==> config.mk <==
export PLATFORM = sky130hd
export DESIGN_NAME = cp0_exc_ctrl
export DESIGN_NICKNAME = d
export VERILOG_FILES = /design/src/rtl/cp0_exc_ctrl_pkg.sv /design/src/rtl/cp0_exc_prio.sv /design/src/rtl/cp0_exc_ctrl.sv
export SDC_FILE = /design/constraint.sdc
export NUM_CORES = 1
export LEC_CHECK = 0
export BUFFER_PORTS_ARGS = -buffer_cell sky130_fd_sc_hd__buf_2
export CELL_PAD_IN_SITES_DETAIL_PLACEMENT = 1
export CELL_PAD_IN_SITES_GLOBAL_PLACEMENT = 1
export CORE_MARGIN = 2
export CORE_UTILIZATION = 44
export CTS_BUF_LIST = sky130_fd_sc_hd__clkbuf_2
export CTS_CLUSTER_DIAMETER = 60
export CTS_CLUSTER_SIZE = 30
export DETAILED_ROUTE_END_ITERATION = 6
export PLACE_DENSITY_LB_ADDON = 0.08
export SLEW_MARGIN = 25
export SYNTH_ARGS = -nofsm -noshare
export SYNTH_HDL_FRONTEND = slang
export SYNTH_SLANG_ARGS = --single-unit
==> constraint.sdc <==
create_clock -name clk -period 4.7 [get_ports clk]
set_input_delay 0.705 -clock clk [delete_from_list [all_inputs] [get_ports clk]]
set_output_delay 0.705 -clock clk [all_outputs]
set_load 0.01 [all_outputs]
==> src/rtl/cp0_exc_ctrl_pkg.sv <==
// Shared CP0 definitions: register numbers, exception codes, exc_type bit
// positions and the selection result passed from the priority encoder.
package cp0_exc_ctrl_pkg;

  localparam int unsigned XLEN  = 32;
  localparam int unsigned REG_W = 5;
  localparam int unsigned EXC_W = 5;

  localparam logic [REG_W-1:0] CP0_BADVADDR = 5'd8;
  localparam logic [REG_W-1:0] CP0_COUNT    = 5'd9;
  localparam logic [REG_W-1:0] CP0_COMPARE  = 5'd11;
  localparam logic [REG_W-1:0] CP0_STATUS   = 5'd12;
  localparam logic [REG_W-1:0] CP0_CAUSE    = 5'd13;
  localparam logic [REG_W-1:0] CP0_EPC      = 5'd14;

  localparam logic [EXC_W-1:0] EXC_INT  = 5'h00;
  localparam logic [EXC_W-1:0] EXC_ADEL = 5'h04;
  localparam logic [EXC_W-1:0] EXC_ADES = 5'h05;
  localparam logic [EXC_W-1:0] EXC_SYS  = 5'h08;
  localparam logic [EXC_W-1:0] EXC_BP   = 5'h09;
  localparam logic [EXC_W-1:0] EXC_RI   = 5'h0A;
  localparam logic [EXC_W-1:0] EXC_OV   = 5'h0C;
  localparam logic [EXC_W-1:0] EXC_TR   = 5'h0D;

  localparam logic [XLEN-1:0] EXC_VECTOR_DEF = 32'hBFC0_0380;

  // exc_type_i bit positions
  localparam int unsigned EB_IF      = 0;
  localparam int unsigned EB_RI      = 1;
  localparam int unsigned EB_OV      = 2;
  localparam int unsigned EB_TP      = 3;
  localparam int unsigned EB_BREAK   = 4;
  localparam int unsigned EB_SYSCALL = 5;
  localparam int unsigned EB_ADE     = 6;
  localparam int unsigned EB_ERET    = 7;

  localparam int unsigned ST_IE  = 0;
  localparam int unsigned ST_EXL = 1;
  localparam int unsigned CA_BD  = 31;

  localparam logic [XLEN-1:0] STATUS_RESET = 32'h0040_0000;
  localparam logic [XLEN-1:0] STATUS_WMASK = 32'h0000_FF03;

  typedef struct packed {
    logic             taken;
    logic             is_eret;
    logic [EXC_W-1:0] exccode;
  } exc_sel_t;

endpackage

==> src/rtl/cp0_exc_prio.sv <==
// Fixed-priority exception selector; ADE reports AdEL and the parent
// turns it into AdES for stores.
module cp0_exc_prio
  import cp0_exc_ctrl_pkg::*;
(
  input  logic [7:0] exc_type,
  input  logic       int_pending,
  output exc_sel_t   sel
);

  always_comb begin
    sel = '0;
    if (int_pending) begin
      sel.taken   = 1'b1;
      sel.exccode = EXC_INT;
    end else if (exc_type[EB_IF]) begin
      sel.taken   = 1'b1;
      sel.exccode = EXC_ADEL;
    end else if (exc_type[EB_RI]) begin
      sel.taken   = 1'b1;
      sel.exccode = EXC_RI;
    end else if (exc_type[EB_OV]) begin
      sel.taken   = 1'b1;
      sel.exccode = EXC_OV;
    end else if (exc_type[EB_SYSCALL]) begin
      sel.taken   = 1'b1;
      sel.exccode = EXC_SYS;
    end else if (exc_type[EB_BREAK]) begin
      sel.taken   = 1'b1;
      sel.exccode = EXC_BP;
    end else if (exc_type[EB_TP]) begin
      sel.taken   = 1'b1;
      sel.exccode = EXC_TR;
    end else if (exc_type[EB_ADE]) begin
      sel.taken   = 1'b1;
      sel.exccode = EXC_ADEL;
    end else if (exc_type[EB_ERET]) begin
      sel.is_eret = 1'b1;
    end
  end

endmodule

==> src/rtl/cp0_exc_ctrl.sv <==
// CP0 register file with exception/ERET control for the MEM stage:
// combinational flush/redirect, register commit at the next edge.
module cp0_exc_ctrl
  import cp0_exc_ctrl_pkg::*;
#(
  parameter logic [31:0] EXC_VECTOR = EXC_VECTOR_DEF
) (
  input  logic        clk,
  input  logic        rst_n,
  input  logic        valid_i,
  input  logic [7:0]  exc_type_i,
  input  logic [31:0] pc_i,
  input  logic        in_delay_slot_i,
  input  logic        is_store_i,
  input  logic [31:0] bad_vaddr_i,
  input  logic [5:0]  int_i,
  input  logic        cp0_we_i,
  input  logic [4:0]  cp0_waddr_i,
  input  logic [31:0] cp0_wdata_i,
  input  logic [4:0]  cp0_raddr_i,
  output logic [31:0] cp0_rdata_o,
  output logic        flush_o,
  output logic [31:0] exc_pc_o,
  output logic [31:0] status_o,
  output logic [31:0] cause_o,
  output logic [31:0] epc_o
);

  logic [XLEN-1:0]  badvaddr_q, count_q, compare_q, status_q, cause_q, epc_q;
  logic             tick_q, timer_int_q;
  logic [7:0]       exc_gated;
  logic             int_pending;
  exc_sel_t         sel;
  logic             exc_taken, eret_taken, wr_en, from_ade, exl;
  logic [EXC_W-1:0] exccode_c;

  assign exc_gated   = valid_i ? exc_type_i : 8'h00;
  assign int_pending = valid_i & status_q[ST_IE] & ~status_q[ST_EXL]
                     & (|(cause_q[15:8] & status_q[15:8]));

  cp0_exc_prio u_prio (
    .exc_type    (exc_gated),
    .int_pending (int_pending),
    .sel         (sel)
  );

  // Nothing is taken while reset is held, so outputs read as idle.
  assign exc_taken  = rst_n & sel.taken;
  assign eret_taken = rst_n & sel.is_eret;
  assign from_ade   = (sel.exccode == EXC_ADEL) & ~exc_gated[EB_IF];
  assign exccode_c  = (from_ade && is_store_i) ? EXC_ADES : sel.exccode;
  assign exl        = status_q[ST_EXL];

  assign flush_o  = exc_taken | eret_taken;
  assign exc_pc_o = exc_taken ? EXC_VECTOR : (eret_taken ? epc_q : 32'h0);
  assign wr_en    = cp0_we_i & ~flush_o;

  assign status_o = status_q;
  assign cause_o  = cause_q;
  assign epc_o    = epc_q;

  // Count/Compare and the timer interrupt latch
  always_ff @(posedge clk or negedge rst_n) begin
    if (!rst_n) begin
      count_q     <= '0;
      tick_q      <= 1'b0;
      compare_q   <= '0;
      timer_int_q <= 1'b0;
    end else begin
      if (wr_en && cp0_waddr_i == CP0_COUNT) begin
        count_q <= cp0_wdata_i;
        tick_q  <= 1'b0;
      end else begin
        tick_q <= ~tick_q;
        if (tick_q) count_q <= count_q + 32'd1;
      end
      if (wr_en && cp0_waddr_i == CP0_COMPARE) begin
        compare_q   <= cp0_wdata_i;
        timer_int_q <= 1'b0;
      end else if (count_q == compare_q && compare_q != '0) begin
        timer_int_q <= 1'b1;
      end
    end
  end

  // Status, Cause, EPC and BadVAddr, including exception/ERET commit
  always_ff @(posedge clk or negedge rst_n) begin
    if (!rst_n) begin
      status_q   <= STATUS_RESET;
      cause_q    <= '0;
      epc_q      <= '0;
      badvaddr_q <= '0;
    end else begin
      cause_q[15:10] <= {int_i[5] | timer_int_q, int_i[4:0]};
      if (exc_taken) begin
        status_q[ST_EXL] <= 1'b1;
        cause_q[6:2]     <= exccode_c;
        if (!exl) begin
          cause_q[CA_BD] <= in_delay_slot_i;
          epc_q          <= in_delay_slot_i ? (pc_i - 32'd4) : pc_i;
        end
        if (sel.exccode == EXC_ADEL)
          badvaddr_q <= exc_gated[EB_IF] ? pc_i : bad_vaddr_i;
      end else if (eret_taken) begin
        status_q[ST_EXL] <= 1'b0;
      end else if (wr_en) begin
        case (cp0_waddr_i)
          CP0_STATUS: status_q <= (status_q & ~STATUS_WMASK) | (cp0_wdata_i & STATUS_WMASK);
          CP0_CAUSE:  cause_q[9:8] <= cp0_wdata_i[9:8];
          CP0_EPC:    epc_q <= cp0_wdata_i;
          default:    ;
        endcase
      end
    end
  end

  // MFC0 read port, straight from register state
  always_comb begin
    cp0_rdata_o = '0;
    case (cp0_raddr_i)
      CP0_BADVADDR: cp0_rdata_o = badvaddr_q;
      CP0_COUNT:    cp0_rdata_o = count_q;
      CP0_COMPARE:  cp0_rdata_o = compare_q;
      CP0_STATUS:   cp0_rdata_o = status_q;
      CP0_CAUSE:    cp0_rdata_o = cause_q;
      CP0_EPC:      cp0_rdata_o = epc_q;
      default:      cp0_rdata_o = '0;
    endcase
  end

endmodule

==> flow_summary.json <==
{
  "crit_slowest_cell": "a211oi_4",
  "cpPeakStageDelay_ps": 700,
  "track_usage_pct": 29.5,
  "synth_top_family_by_area": "multiplexers",
  "synth_top_area_cell": "dfrtp_1",
  "via_count": 8532,
  "numCtsBuffers": 17,
  "async_flop_share_pct": 100,
  "areaGrowthSynthToFinish_pct": 17.4,
  "crit_path_cell_trace": "a22oi_1 -> nand4_2 -> a211o_1 -> a211oi_4 -> buf_4 -> and2_1 -> buf_2",
  "drtAntennaViolNets": 0,
  "final-setup-viol-count": 0,
  "gr-total-overflow": 0,
  "cp-start-kind": "flop",
  "dieArea_sq_mm": 0.0230,
  "drt-total-wl_microns": 33700,
  "slew_headroom_pct": 30.4,
  "grt_pass1_vias": 8561,
  "peakVddDrop_mv": 0.149,
  "synth_xor_area_share_pct": 7.85,
  "grt_first_pass_wirelength_microns": 50500,
  "startpoint": "cause_o[14]$_DFF_PN0_",
  "clk_latency_ps": 750,
  "timing.fmax_mhz": 225,
  "finalHoldViolCount": 0,
  "final_common_cell": "buf_2",
  "ys_types": 62,
  "cp.arrival_ps": 3740,
  "period_share_pct": 94.5,
  "drive_gt1_share_pct": 38.9,
  "cts-resized-gates": 0,
  "period_needed_ps": 4440,
  "grt_max_degree": 74,
  "antenna_found_initial": 1,
  "ios": 287,
  "hold_class": "in -> reg",
  "cp.required_ps": 3990,
  "finalMaxSlewViolations": 0,
  "start_util_pct": 44.4,
  "hold_start": "int_i[2]",
  "cts_max_level": 4,
  "clock-root-buffer": "clkbuf_2",
  "wl_per_cell_microns": 23.2,
  "route.detailed.drc": 0,
  "status": "complete, no violations",
  "rows": 54,
  "mostFrequentLayoutCells": "buf_2, dfrtp_1, mux2_2",
  "leakagePower_nw": 5.55,
  "cts_tree": "yes",
  "die_w_microns": 152,
  "synth.area.top_cells": "dfrtp_1, mux2_2, a22oi_1",
  "coreArea_sq_mm": 0.0216,
  "end_kind": "output port",
  "ys_warn_count": 18,
  "place_congestion": 0.828,
  "synth_compound_area_share_pct": 12.2,
  "drt-initial-drc-count": 466,
  "netlist_area_sq_mm": 0.00960,
  "synthSimpleGateAreaFrac_pct": 15.4,
  "cts_buffer_depth": 2,
  "worst_pin_slew_ps": 1040,
  "syn_area_per_cell_sq_um": 10.3,
  "dpl.hpwl_microns": 24900,
  "tns_ps": 0,
  "die_h_microns": 152,
  "cts.sinks": 153,
  "path_class": "reg -> out",
  "layout.nets": 1288,
  "synth_edf_count": 0,
  "yosysTopAreaCellShare_pct": 39.9,
  "synthMuxAreaShare_pct": 18.2,
  "synthFlopType": "dfrtp_1",
  "hold_ws_ps": 74.1,
  "power_density_mw_per_mm2": 337,
  "r2r_slack_ps": 1570,
  "io_buffer_count": 245,
  "path_max_fanout": 17,
  "clk_pin_slew_ps": 230,
  "drtPass1Iterations": 5,
  "synthAdderAreaFrac_pct": 0.261,
  "maxCapViolations": 0,
  "ys_ff_latch": 153,
  "syn_inst": 934,
  "rsz0062_at_grt": "false",
  "fin_skew_ps": 31.7,
  "rr_startpoint": "cause_o[14]$_DFF_PN0_",
  "ys_seq_area_share_pct": 39.9,
  "routed_via_density": 5.87
}
## repair_timing
action,CTS,global route
endpoints found under the hold margin,32,0
endpoints found under the setup margin,0,3
hold buffers,4,0
setup buffers,0,0
## final cells by class
| type | instances | area [sq um] |
|---|---|---|
| fillers | 2527 | 10400 |
| multi-input cells | 712 | 5380 |
| flip-flops and latches | 153 | 3830 |
| repair buffers | 270 | 1450 |
| well taps | 280 | 350 |
| clock inverters | 11 | 131 |
| clock buffers | 19 | 95.1 |
| inverters | 6 | 22.5 |
| diodes | 2 | 5.00 |
## synthesized netlist by cell type (3+ instances only)
cell and instances:
o21ai_1 4, and3_1 14, nor4_1 35, mux2_1 3, xnor2_1 42, nand2b_1 3, nand2_1 74, a21oi_1 5
a22oi_1 77, inv_1 6, a222oi_1 8, nand4b_1 4, and4_1 5, nor3_1 13, o21ai_0 28, and2_1 21
xor2_1 44, mux2_2 139, o31ai_1 6, mux2i_1 15, dfrtp_1 153, a21o_1 14, o31a_1 3, nand4_1 21
buf_4 42, nand3_1 23, clkbuf_1 39, nand3b_1 6, nor2_1 24, buf_2 21
## cells by family after synthesis
family                     after synthesis
and+or+nand+nor                        267
AOI/OAI and AO/OA                      159
buffers and inverters                  108
DFF                                    153
adders and majority gates                2
xor gates and xnor gates                86
muxes                                  157
other                                    2
## power breakdown
part / leakage [nW] / internal (mW) / switching (mW)
clock: 0.140 / 0.287 / 0.478
sequential: 1.95 / 1.61 / 0.400
combinational: 3.46 / 0.508 / 0.511
## through the flow
stage | power (mW) | setup WS (ps) | instance area (sq um) | std cells | util [%]
after global placement | 3.00 | 1110 | 11000 | 1416 | 50.7
after floorplan | 2.56 | 1920 | 9740 | 973 | -
final | 3.79 | 259 | 11300 | 1453 | 52.1
after CTS | 3.81 | 138 | 11200 | 1450 | 52.0
after detailed placement | 3.04 | 998 | 11000 | 1416 | 50.7
after global routing | 4.01 | 15.7 | 11300 | 1453 | 52.1
## final timing paths
kind                            cells after the start                    endpoint
max in group asynchronous                           5  badvaddr_q[30]$_DFFE_PN0P_
worst max register to register                      5    status_o[14]$_DFFE_PN0P_
min in group asynchronous                           2    status_o[10]$_DFFE_PN0P_
worst min-delay path                                1       cause_o[12]$_DFF_PN0_
worst max-delay path                                7                exc_pc_o[20]
worst min register to register                      1   badvaddr_q[3]$_DFFE_PN0P_
## flip-flops by register name, summed over array words and instances (netlist names)
signal	flops
epc_o	32
badvaddr_q	32
tick_q	1
compare_q	32
cause_o	13
timer_int_q	1
count_q	32
status_o	10
## metal layers
layer / vias to the layer above / global-route usage [%] / share of wire, %
met5: - / 0 / 0
met4: 0 / 9.07 / 2.1
met3: 47 / 5.45 / 6.4
met2: 340 / 49.0 / 48
met1: 4337 / 39.2 / 43
li1: 3808 / - / -
## critical path: cells and delay by family, from the launching register on
kind            cells  cell delay [ps]
flops               1              450
compound gates      3             1450
simple gates        2              570
buf+inv             2              500
Note: power is estimated with default switching activity, not from simulation.
